**config.mk**
```make
export PLATFORM = sky130hd
export DESIGN_NAME = snake_collision_detector
export DESIGN_NICKNAME = d
export VERILOG_FILES = /design/src/rtl/snake_pkg.sv /design/src/rtl/segment_ring.sv /design/src/rtl/snake_collision_detector.sv
export SDC_FILE = /design/constraint.sdc
export NUM_CORES = 1
export LEC_CHECK = 0
export ABC_AREA = 0
export CORE_MARGIN = 2
export CORE_UTILIZATION = 65
export DETAILED_ROUTE_END_ITERATION = 7
export HOLD_SLACK_MARGIN = 0.08
export PLACE_DENSITY = 0.87
export SLEW_MARGIN = 20
export SYNTH_ARGS = -nofsm -noshare
export SYNTH_HDL_FRONTEND = slang
export SYNTH_SLANG_ARGS = --single-unit
```
**constraint.sdc**
```tcl
create_clock -name clock -period 27.9 [get_ports clock]
set_input_delay 5.58 -clock clock [delete_from_list [all_inputs] [get_ports clock]]
set_output_delay 5.58 -clock clock [all_outputs]
set_load 0.01 [all_outputs]
```
**src/rtl/snake_pkg.sv**
```systemverilog
// snake_pkg
// Shared types and defaults for the snake collision detector.
//   DEF_GRID_W / DEF_GRID_H / DEF_COORD_W : playfield and coordinate defaults
//   coord_t    : packed {x, y} cell coordinate
//   cd_state_t : detector FSM state
//   len_w()    : width of the snake length counter for a given MAX_LEN
package snake_pkg;

  localparam int DEF_GRID_W  = 32;
  localparam int DEF_GRID_H  = 24;
  localparam int DEF_COORD_W = 6;

  typedef struct packed {
    logic [DEF_COORD_W-1:0] x;
    logic [DEF_COORD_W-1:0] y;
  } coord_t;

  typedef enum logic [2:0] {
    ST_IDLE,
    ST_WALL,
    ST_CHECK,
    ST_COMMIT,
    ST_DEAD
  } cd_state_t;

  // Enough bits to hold the values 0..max_len inclusive.
  function automatic int len_w(input int max_len);
    return $clog2(max_len + 1);
  endfunction

endpackage

```
**src/rtl/segment_ring.sv**
```systemverilog
// segment_ring
// Ring buffer of snake body segments. Segment 0 (the head) lives at the
// head pointer; logical index k maps to physical slot (ptr + k) mod MAX_LEN.
// A push moves the pointer back one slot and writes the new head there, so
// the oldest entry (the tail once the ring is full) is overwritten.
// Ports:
//   clock, reset : clock and asynchronous active-high reset (loads the
//                  START_LEN initial segments (START_X-i, START_Y))
//   push         : write push_data as the new segment 0
//   push_data    : new head coordinate
//   rd_idx       : head-relative logical index to read
//   rd_data      : combinational read of segment rd_idx
module segment_ring
  import snake_pkg::*;
#(
  parameter int MAX_LEN   = 32,
  parameter int START_LEN = 3,
  parameter int START_X   = 16,
  parameter int START_Y   = 12,
  localparam int IDX_W    = $clog2(MAX_LEN)
) (
  input  logic             clock,
  input  logic             reset,
  input  logic             push,
  input  coord_t           push_data,
  input  logic [IDX_W-1:0] rd_idx,
  output coord_t           rd_data
);

  coord_t           mem_q [MAX_LEN];
  coord_t           mem_d [MAX_LEN];
  logic [IDX_W-1:0] ptr_q;
  logic [IDX_W-1:0] ptr_d;

  function automatic coord_t init_seg(input int i);
    coord_t c;
    c = '0;
    if (i < START_LEN) begin
      c.x = DEF_COORD_W'(START_X - i);
      c.y = DEF_COORD_W'(START_Y);
    end
    return c;
  endfunction

  // Modular add that also works when MAX_LEN is not a power of two.
  function automatic logic [IDX_W-1:0] idx_add(input logic [IDX_W-1:0] a,
                                               input logic [IDX_W-1:0] b);
    logic [IDX_W:0] s;
    s = {1'b0, a} + {1'b0, b};
    if (s >= (IDX_W+1)'(MAX_LEN)) s = s - (IDX_W+1)'(MAX_LEN);
    return s[IDX_W-1:0];
  endfunction

  always_comb begin
    mem_d = mem_q;
    ptr_d = ptr_q;
    if (push) begin
      ptr_d = (ptr_q == '0) ? IDX_W'(MAX_LEN - 1) : ptr_q - 1'b1;
      mem_d[ptr_d] = push_data;
    end
  end

  always_ff @(posedge clock or posedge reset) begin
    if (reset) begin
      for (int i = 0; i < MAX_LEN; i++) mem_q[i] <= init_seg(i);
      ptr_q <= '0;
    end else begin
      mem_q <= mem_d;
      ptr_q <= ptr_d;
    end
  end

  assign rd_data = mem_q[idx_add(ptr_q, rd_idx)];

endmodule

```
**src/rtl/snake_collision_detector.sv**
```systemverilog
// snake_collision_detector
// Checks each new head position against the walls and the snake's own body,
// one body segment per cycle, and commits the head into the segment ring.
// Optional feature: define SNAKE_WALL_WRAP_EN to make walls wrap instead of
// kill (GRID_W -> 0 and all-ones -> GRID_W-1, same for y with GRID_H).
// Ports:
//   clock, reset   : clock and asynchronous active-high reset
//   move_tick      : one-cycle pulse presenting head_x/head_y/grow
//   head_x, head_y : new head coordinate
//   grow           : food eaten this step
//   collision      : one-cycle pulse on a wall or self hit
//   busy           : a check is in progress
//   length         : current snake length
//   overrun        : sticky, a tick arrived while busy or dead
//
// state     | meaning
// ----------+-------------------------------------------------------------
// ST_IDLE   | waiting for move_tick
// ST_WALL   | wall check (or wrap) on the latched head
// ST_CHECK  | compare latched head with segment k, one per cycle
// ST_COMMIT | push head into the ring, update length
// ST_DEAD   | collision seen; frozen until reset
module snake_collision_detector
  import snake_pkg::*;
#(
  parameter int GRID_W    = DEF_GRID_W,
  parameter int GRID_H    = DEF_GRID_H,
  parameter int COORD_W   = DEF_COORD_W,
  parameter int MAX_LEN   = 32,
  parameter int START_LEN = 3,
  parameter int START_X   = 16,
  parameter int START_Y   = 12,
  localparam int LEN_W    = len_w(MAX_LEN)
) (
  input  logic               clock,
  input  logic               reset,
  input  logic               move_tick,
  input  logic [COORD_W-1:0] head_x,
  input  logic [COORD_W-1:0] head_y,
  input  logic               grow,
  output logic               collision,
  output logic               busy,
  output logic [LEN_W-1:0]   length,
  output logic               overrun
);

  localparam int IDX_W = $clog2(MAX_LEN);

  cd_state_t        state_q, state_d;
  coord_t           head_q, head_d;
  logic             grow_q, grow_d;
  logic [IDX_W-1:0] k_q, k_d;
  logic [LEN_W-1:0] len_q, len_d;
  logic             col_q, col_d;
  logic             ovr_q, ovr_d;

  coord_t           seg;
  coord_t           head_wr;
  logic             wall_hit;
  logic             seg_match;
  logic [LEN_W-1:0] last_k;

  segment_ring #(
    .MAX_LEN   (MAX_LEN),
    .START_LEN (START_LEN),
    .START_X   (START_X),
    .START_Y   (START_Y)
  ) u_ring (
    .clock     (clock),
    .reset     (reset),
    .push      (state_q == ST_COMMIT),
    .push_data (head_q),
    .rd_idx    (k_q),
    .rd_data   (seg)
  );

  // Wall handling on the latched head; head_wr is what gets stored.
  always_comb begin
    head_wr  = head_q;
    wall_hit = 1'b0;
`ifdef SNAKE_WALL_WRAP_EN
    if (head_q.x == COORD_W'(GRID_W))    head_wr.x = '0;
    else if (head_q.x == '1)             head_wr.x = COORD_W'(GRID_W - 1);
    if (head_q.y == COORD_W'(GRID_H))    head_wr.y = '0;
    else if (head_q.y == '1)             head_wr.y = COORD_W'(GRID_H - 1);
`else
    wall_hit = (head_q.x >= COORD_W'(GRID_W)) || (head_q.y >= COORD_W'(GRID_H));
`endif
  end

  assign seg_match = (seg == head_q);
  // Without growth the tail vacates this step, so the scan stops one short.
  assign last_k    = grow_q ? (len_q - LEN_W'(1)) : (len_q - LEN_W'(2));

  always_ff @(posedge clock or posedge reset) begin
    if (reset) begin
      state_q <= ST_IDLE;
      head_q  <= '0;
      grow_q  <= 1'b0;
      k_q     <= '0;
      len_q   <= LEN_W'(START_LEN);
      col_q   <= 1'b0;
      ovr_q   <= 1'b0;
    end else begin
      state_q <= state_d;
      head_q  <= head_d;
      grow_q  <= grow_d;
      k_q     <= k_d;
      len_q   <= len_d;
      col_q   <= col_d;
      ovr_q   <= ovr_d;
    end
  end

  always_comb begin
    state_d = state_q;
    head_d  = head_q;
    grow_d  = grow_q;
    k_d     = k_q;
    len_d   = len_q;
    col_d   = 1'b0;
    ovr_d   = ovr_q;

    if (move_tick && (state_q != ST_IDLE)) ovr_d = 1'b1;

    case (state_q)
      ST_IDLE: begin
        if (move_tick) begin
          head_d.x = head_x;
          head_d.y = head_y;
          grow_d   = grow;
          state_d  = ST_WALL;
        end
      end
      ST_WALL: begin
        if (wall_hit) begin
          col_d   = 1'b1;
          state_d = ST_DEAD;
        end else begin
          head_d  = head_wr;
          k_d     = '0;
          state_d = ST_CHECK;
        end
      end
      ST_CHECK: begin
        if (seg_match) begin
          col_d   = 1'b1;
          state_d = ST_DEAD;
        end else if (LEN_W'(k_q) == last_k) begin
          state_d = ST_COMMIT;
        end else begin
          k_d = k_q + 1'b1;
        end
      end
      ST_COMMIT: begin
        // At MAX_LEN the push itself overwrites the tail, so length holds.
        if (grow_q && (len_q < LEN_W'(MAX_LEN))) len_d = len_q + 1'b1;
        state_d = ST_IDLE;
      end
      ST_DEAD: begin
        state_d = ST_DEAD;
      end
      default: state_d = ST_IDLE;
    endcase
  end

  always_comb begin
    busy      = (state_q == ST_WALL) || (state_q == ST_CHECK) || (state_q == ST_COMMIT);
    collision = col_q;
    length    = len_q;
    overrun   = ovr_q;
  end

endmodule

```
==> results_dict.tcl <==
set metrics [dict create \
    status "finished, final reports clean" \
    yosysTopAreaCellShare_pct 50.6 \
    cts_tree "built" \
    power_switching_uw 792 \
    post-cts-setup-buffers 0 \
    max_freq_mhz 136 \
    hold_viol 0 \
    die_x_um 179 \
    ios 25 \
    cp_slowest_cell "clkdlybuf4s50_1" \
    clockRootBuffer "clkbuf_16" \
    fin_cells 1855 \
    p_leak_nw 10.2 \
    ys_warn_count 0 \
    seq_area_frac_synth_pct 52.7 \
    p_clk_share_pct 27.4 \
    vias 12500 \
    final_cell_mix "401 x dfrtp_1, 379 x mux2_2, 104 x nand2_1, 90 x mux4_2, 45 x clkbuf_16" \
    synth_fp_nets 1470 \
    r2r_end "k_q[4]" \
    hold_start "overrun" \
    overflow 0 \
    yosys.area.top_type "dfrtp_1" \
    netSwitchingFraction_pct 37.8 \
    synth_cell_types 65 \
    maxCapViolCount 0 \
    grt_max_degree 193 \
    htreeDepth 2 \
    rsz0062_at_grt "false" \
    synth-main-ff-cell "dfrtp_1" \
    internal_power_mw 1.30 \
    grt_pass1_vias 13000 \
    critPathMaxFanout 13 \
    vias_per_cell 6.72 \
    path_clk_slew_ns 0.06 \
    final_nets 1458 \
    hp-class "register to register" \
    synth_area_leaders "dfrtp_1 51%, mux2_2 21%, mux4_2 10%" \
    crit_chain "nor2_1 > clkdlybuf4s50_1" \
    critPathLaunchType "register" \
    finalSetupTns_ns 0 \
    worstSetupEndpointType "output pin" \
    postRouteAntennaNets 0 \
    dp.cells 1776 \
    clock_skew_ns 0.0166 \
    async_flop_share_pct 100 \
    crit_path_max_incr_delay_ns 0.54 \
    gp_congestion 0.854 \
    cts_made_buffers 44 \
    insertion_delay_ns 0.55 \
    drive_gt1_share_pct 42.1 \
    combPwrFrac_pct 37.4 \
    final_common_cell "dfrtp_1" \
    grt_pass1_wl_um 74100 \
    design.die.area_sq_mm 0.0320 \
    die_h_um 179 \
    clockBufferDepth 3 \
    reg2reg_from "k_q[0]" \
    synthesis.area_sq_mm 0.0199 \
    drt_wl_total_um 47000 \
    drt_iter0_drc 1208 \
    powerDensity_mw_per_mm2 95.5 \
    whs_endpoint "overrun" \
    diodes 0 \
    rows 64 \
    synth_seq_cells 418 \
    drt-pass1-iter-count 6 \
    synth_edf_count 0 \
    wl_per_cell_um 25.3 \
    critical_path_required_ns 22.32 \
    syn_to_final_growth_pct 10.2 \
    synth.avg_cell_area_sq_um 13.8 \
    initial_core_util_pct 65.5 \
    slew_violations 0 \
    irDropWorstVdd_mv 0.100 \
    tightest_slew_ns 1.12 \
    syn-instance-count 1438 \
    cts_hold_buf 0 \
    reg2reg_depth 14 \
    cp_num_buf_inv 1 \
    path_class "register to output pin" \
    drc 0 \
    antenna_found_initial 1 \
    pwr-share-seq_pct 35.2 \
    hold_path_depth 1 \
    reg2reg_slack_ns 21.94 \
    worst-endpoint-arrival_ns 1.75 \
    core_sq_mm 0.0303 \
    maxSlewHeadroom_pct 25.4 \
    crit_family "buffers and inverters" \
    final.min_clock_period_ns 7.33 \
    grt_util_all_layers_pct 30.7 \
    finalCritPeriodShare_pct 26.3 \
    dpl.hpwl_um 28300 \
    clock-sinks 418 \
    portBuffers 24 \
    setup_viol 0 \
    post_cts_resized 0 \
]
flip-flops by register name, summed over array words and instances, names as in the netlist:
name and flops:
collision 1, k_q 5, overrun 1, head_q 12, grow_q 1, length 6
state_q 3, u_ring.ptr_q 5, u_ring.mem_q 384
cells in the mapped netlist (7+ instances only):
master,number
a211oi_1,9
a21oi_1,19
nand2_1,104
and2_1,8
xnor2_1,14
buf_4,10
o21ai_0,30
nor3_1,10
mux4_2,90
buf_2,11
xor2_1,7
a2111oi_0,7
inv_1,18
dfstp_2,16
nor2_1,48
dfrtp_1,402
mux2i_1,22
mux2_2,379
ha_1,15
clkbuf_1,93
nand3_1,26
worst max-delay path by stage:
stage,cells past startpoint,end,startpoint
final,2,busy,state_q[2]
after global routing,3,busy,state_q[0]
after global placement,3,u_ring.mem_q[119],reset
after detailed placement,3,u_ring.mem_q[131],reset
after CTS,3,u_ring.mem_q[160],reset
after floorplan,1,collision,reset
logic make-up after synthesis:
logic type / share of synthesized area, %
xor gates and xnor gates: 0.925
AOI/OAI and AO/OA: 4.14
muxes: 32.8
and+or+nand+nor: 5.30
DFF: 52.7
buffers and inverters: 3.15
adders and majority gates: 1.04
cell type report:
cell class / count / area (sq um)
clock buffers: 73 / 1360
clock inverters: 6 / 62.6
repair buffers: 65 / 564
flip-flops and latches: 418 / 10500
well taps: 396 / 495
inverters: 18 / 80.1
multi-input cells: 879 / 8870
fillers: 1855 / 8440
worst register-to-register path, cell delays in order (launching register included):
cell       delay, ns
dfrtp_1         0.50
ha_4            0.19
inv_1           0.05
fa_4            1.30
buf_4           0.71
mux4_2          0.47
and2_1          0.19
a2111oi_0       0.45
a311oi_1        0.16
or3_1           0.34
a211oi_1        0.24
nand4b_1        0.17
nor4_4          0.72
nor2b_1         0.17
a21bo_1         0.20
per-stage QoR:
stage / hold slack (ns) / util [%] / cell area, sq um / setup slack, ns / total power, mW
floorplan: 0.445 / - / 19900 / 10.71 / 1.30
global placement: 0.442 / 67.4 / 20500 / 20.01 / 1.49
detailed placement: 0.447 / 67.4 / 20500 / 19.95 / 1.51
CTS: 0.461 / 72.1 / 21900 / 20.51 / 2.09
global route: 0.485 / 72.2 / 21900 / 20.49 / 2.18
finish: 0.460 / 72.2 / 21900 / 20.57 / 2.09
power by group through the flow:
stage,Sequential [mW],Clock (mW),Combinational [mW]
after global routing,0.745,0.605,0.833
after detailed placement,0.744,0,0.768
after global placement,0.739,0,0.751
final,0.737,0.574,0.783
after floorplan,0.707,0,0.597
after CTS,0.735,0.578,0.773
per-layer routing:
| metal | up-vias | track usage, % | share of wire (%) | wire length (um) |
|---|---|---|---|---|
| li1 | 5218 | - | - | - |
| met1 | 6512 | 42.5 | 41 | 19400 |
| met2 | 588 | 47.6 | 47 | 21800 |
| met3 | 137 | 7.19 | 8.2 | 3840 |
| met4 | 2 | 12.2 | 4.0 | 1880 |
| met5 | - | 0 | 0.028 | 13 |
Note: power is estimated with default switching activity, not from simulation.
==> variant, RTL diff (same settings) <==
The option `SNAKE_WALL_WRAP_EN` is turned on by a define.
--- a/src/rtl/snake_collision_detector.sv
+++ b/src/rtl/snake_collision_detector.sv
@@ -22,2 +22,4 @@
 // ST_DEAD   | collision seen; frozen until reset
+`define SNAKE_WALL_WRAP_EN
+
 module snake_collision_detector
Check against the original RTL: not equivalent (a bounded check fails within 4 cycles, from zero or initial values and one cycle with reset high).
==> variant against the original RTL <==
Sequential cell count did not move; die area fell by 0.37%; register-to-register slack improved by 0.19 ns; critical endpoint is now u_ring.mem_q[378]$_DFFE_PP0P_; highest routed layer is now met4; power rose by 41%; synthesized area fell by 0.38%; maximum frequency fell by 8.3%; critical path type is now in -> async; worst hold slack improved by 0.016 ns; worst setup slack got worse by 0.66 ns; final area fell by 0.83%; routed wire length rose by 9.8%; sequential power rose by 31%.
==> variant: results (changes against the original RTL) <==
| Metric | Value |
|---|---|
| Complex-gate fraction of the synthesized area | `6.775% (was 4.139%)` |
| Net switching power | `1.231 mW (was 792.4 uW)` |
| Run status | `completed (unchanged)` |
| Last element of the critical path | `u_ring.mem_q[378]$_DFFE_PP0P_ (was busy)` |
| Synth cell types | `67 (was 65)` |
| Maximum number of pins on one net before global-route repair | `198 (was 193)` |
| Worst slew pin tran | `1.129 ns (was 1.119 ns)` |
| Filler cell count in the final layout | `1734 (was 1855)` |
| Worst reg-to-reg setup slack | `22.13 ns (was 21.94 ns)` |
| Crit. Startpoint | `reset (was state_q[2]$_DFFE_PP0P_)` |
| Static Leakage | `10.04 nW (was 10.22 nW)` |
| Proportion of synthesized chip area in sequential cells | `52.89% (was 52.69%)` |
| Weighted congestion reported at the end of routability-driven placement | `0.8562 (was 0.8538)` |
| Cell count of the worst hold path | `2 (was 1)` |
| Worst stage delay on the critical path | `0.82 ns (was 0.54 ns)` |
| Origin of the worst min-delay path | `u_ring.mem_q[250]$_DFFE_PP0P_ (was overrun$_DFFE_PP0P_)` |
| Xor and xnor area share after synthesis | `1.181% (was 0.9247%)` |
| Share of layout cells above drive strength 1 | `29.26% (was 42.08%)` |
| Min cycle time layout | `7.996 ns (was 7.334 ns)` |
| Estimated wirelength of the detail-placed design | `29310 um (was 28260 um)` |
| Number of DRC markers in iteration 0 | `1426 (was 1208)` |
| Setup clock skew after layout | `0.01330 ns (was 0.01656 ns)` |
| Worst voltage drop across the vdd grid | `0.0002222 V (was 0.0001001 V)` |
| Global-route wire length before repair | `80340 um (was 74080 um)` |
| Number of vias after detailed routing | `13750 (was 12460)` |
| Maximum fanout along the worst path | `149 (was 13)` |
| Total track usage | `33.28% (was 30.70%)` |
| Adder-cell area share of the yosys netlist | `1.048% (was 1.044%)` |
## variant: cell count changes after synthesis, sizes merged, moves of 5 or more
cell | before | now
mux4 | 90 | 73
a211oi | 9 | 2
mux2 | 379 | 266
mux2i | 22 | 57
nor3 | 10 | 15
nor2 | 48 | 34
clkbuf | 94 | 101
a22oi | 2 | 8
and2 | 8 | 13
nand3 | 26 | 37
nand2 | 104 | 242
o211ai | 5 | 0
o21ai | 31 | 152
## variant: power groups by stage
stage | clock network, mW | logic, mW | registers, mW
2_1_floorplan | 0 | 1.04 | 0.900
3_3_place_gp | 0 | 1.30 | 0.939
3_5_place_dp | 0 | 1.34 | 0.961
4_1_cts | 0.585 | 1.37 | 0.958
5_1_grt | 0.614 | 1.46 | 0.984
6_report | 0.584 | 1.40 | 0.966
## variant: through the flow
| step | hold slack [ns] | cells | utilization, % |
|---|---|---|---|
| 2_1_floorplan | 0.4416 | 1612 | - |
| 3_3_place_gp | 0.4494 | 1925 | 67.97 |
| 3_5_place_dp | 0.4608 | 1925 | 67.97 |
| 4_1_cts | 0.4783 | 2002 | 72.81 |
| 5_1_grt | 0.4882 | 2003 | 72.92 |
| 6_report | 0.4752 | 2003 | 72.92 |
## variant: area by class of cell
type                            count  area share [%]
Inverter                           16          0.3340
Tap cell                          390           2.246
Multi-Input combinational cell   1045           40.16
Clock buffer                       62           5.891
Clock inverter                     15          0.7428
Sequential cell                   418           48.23
Timing Repair Buffer               57           2.395
## variant: layer usage
layer | vias to the layer above | track usage [%] | share of wire, %
met1 | 7025 | 42.76 | 37
met5 | - | 0 | 0
met3 | 199 | 6.522 | 9.1
met4 | 0 | 17.51 | 4.9
li1 | 5685 | - | -
met2 | 843 | 54.05 | 49
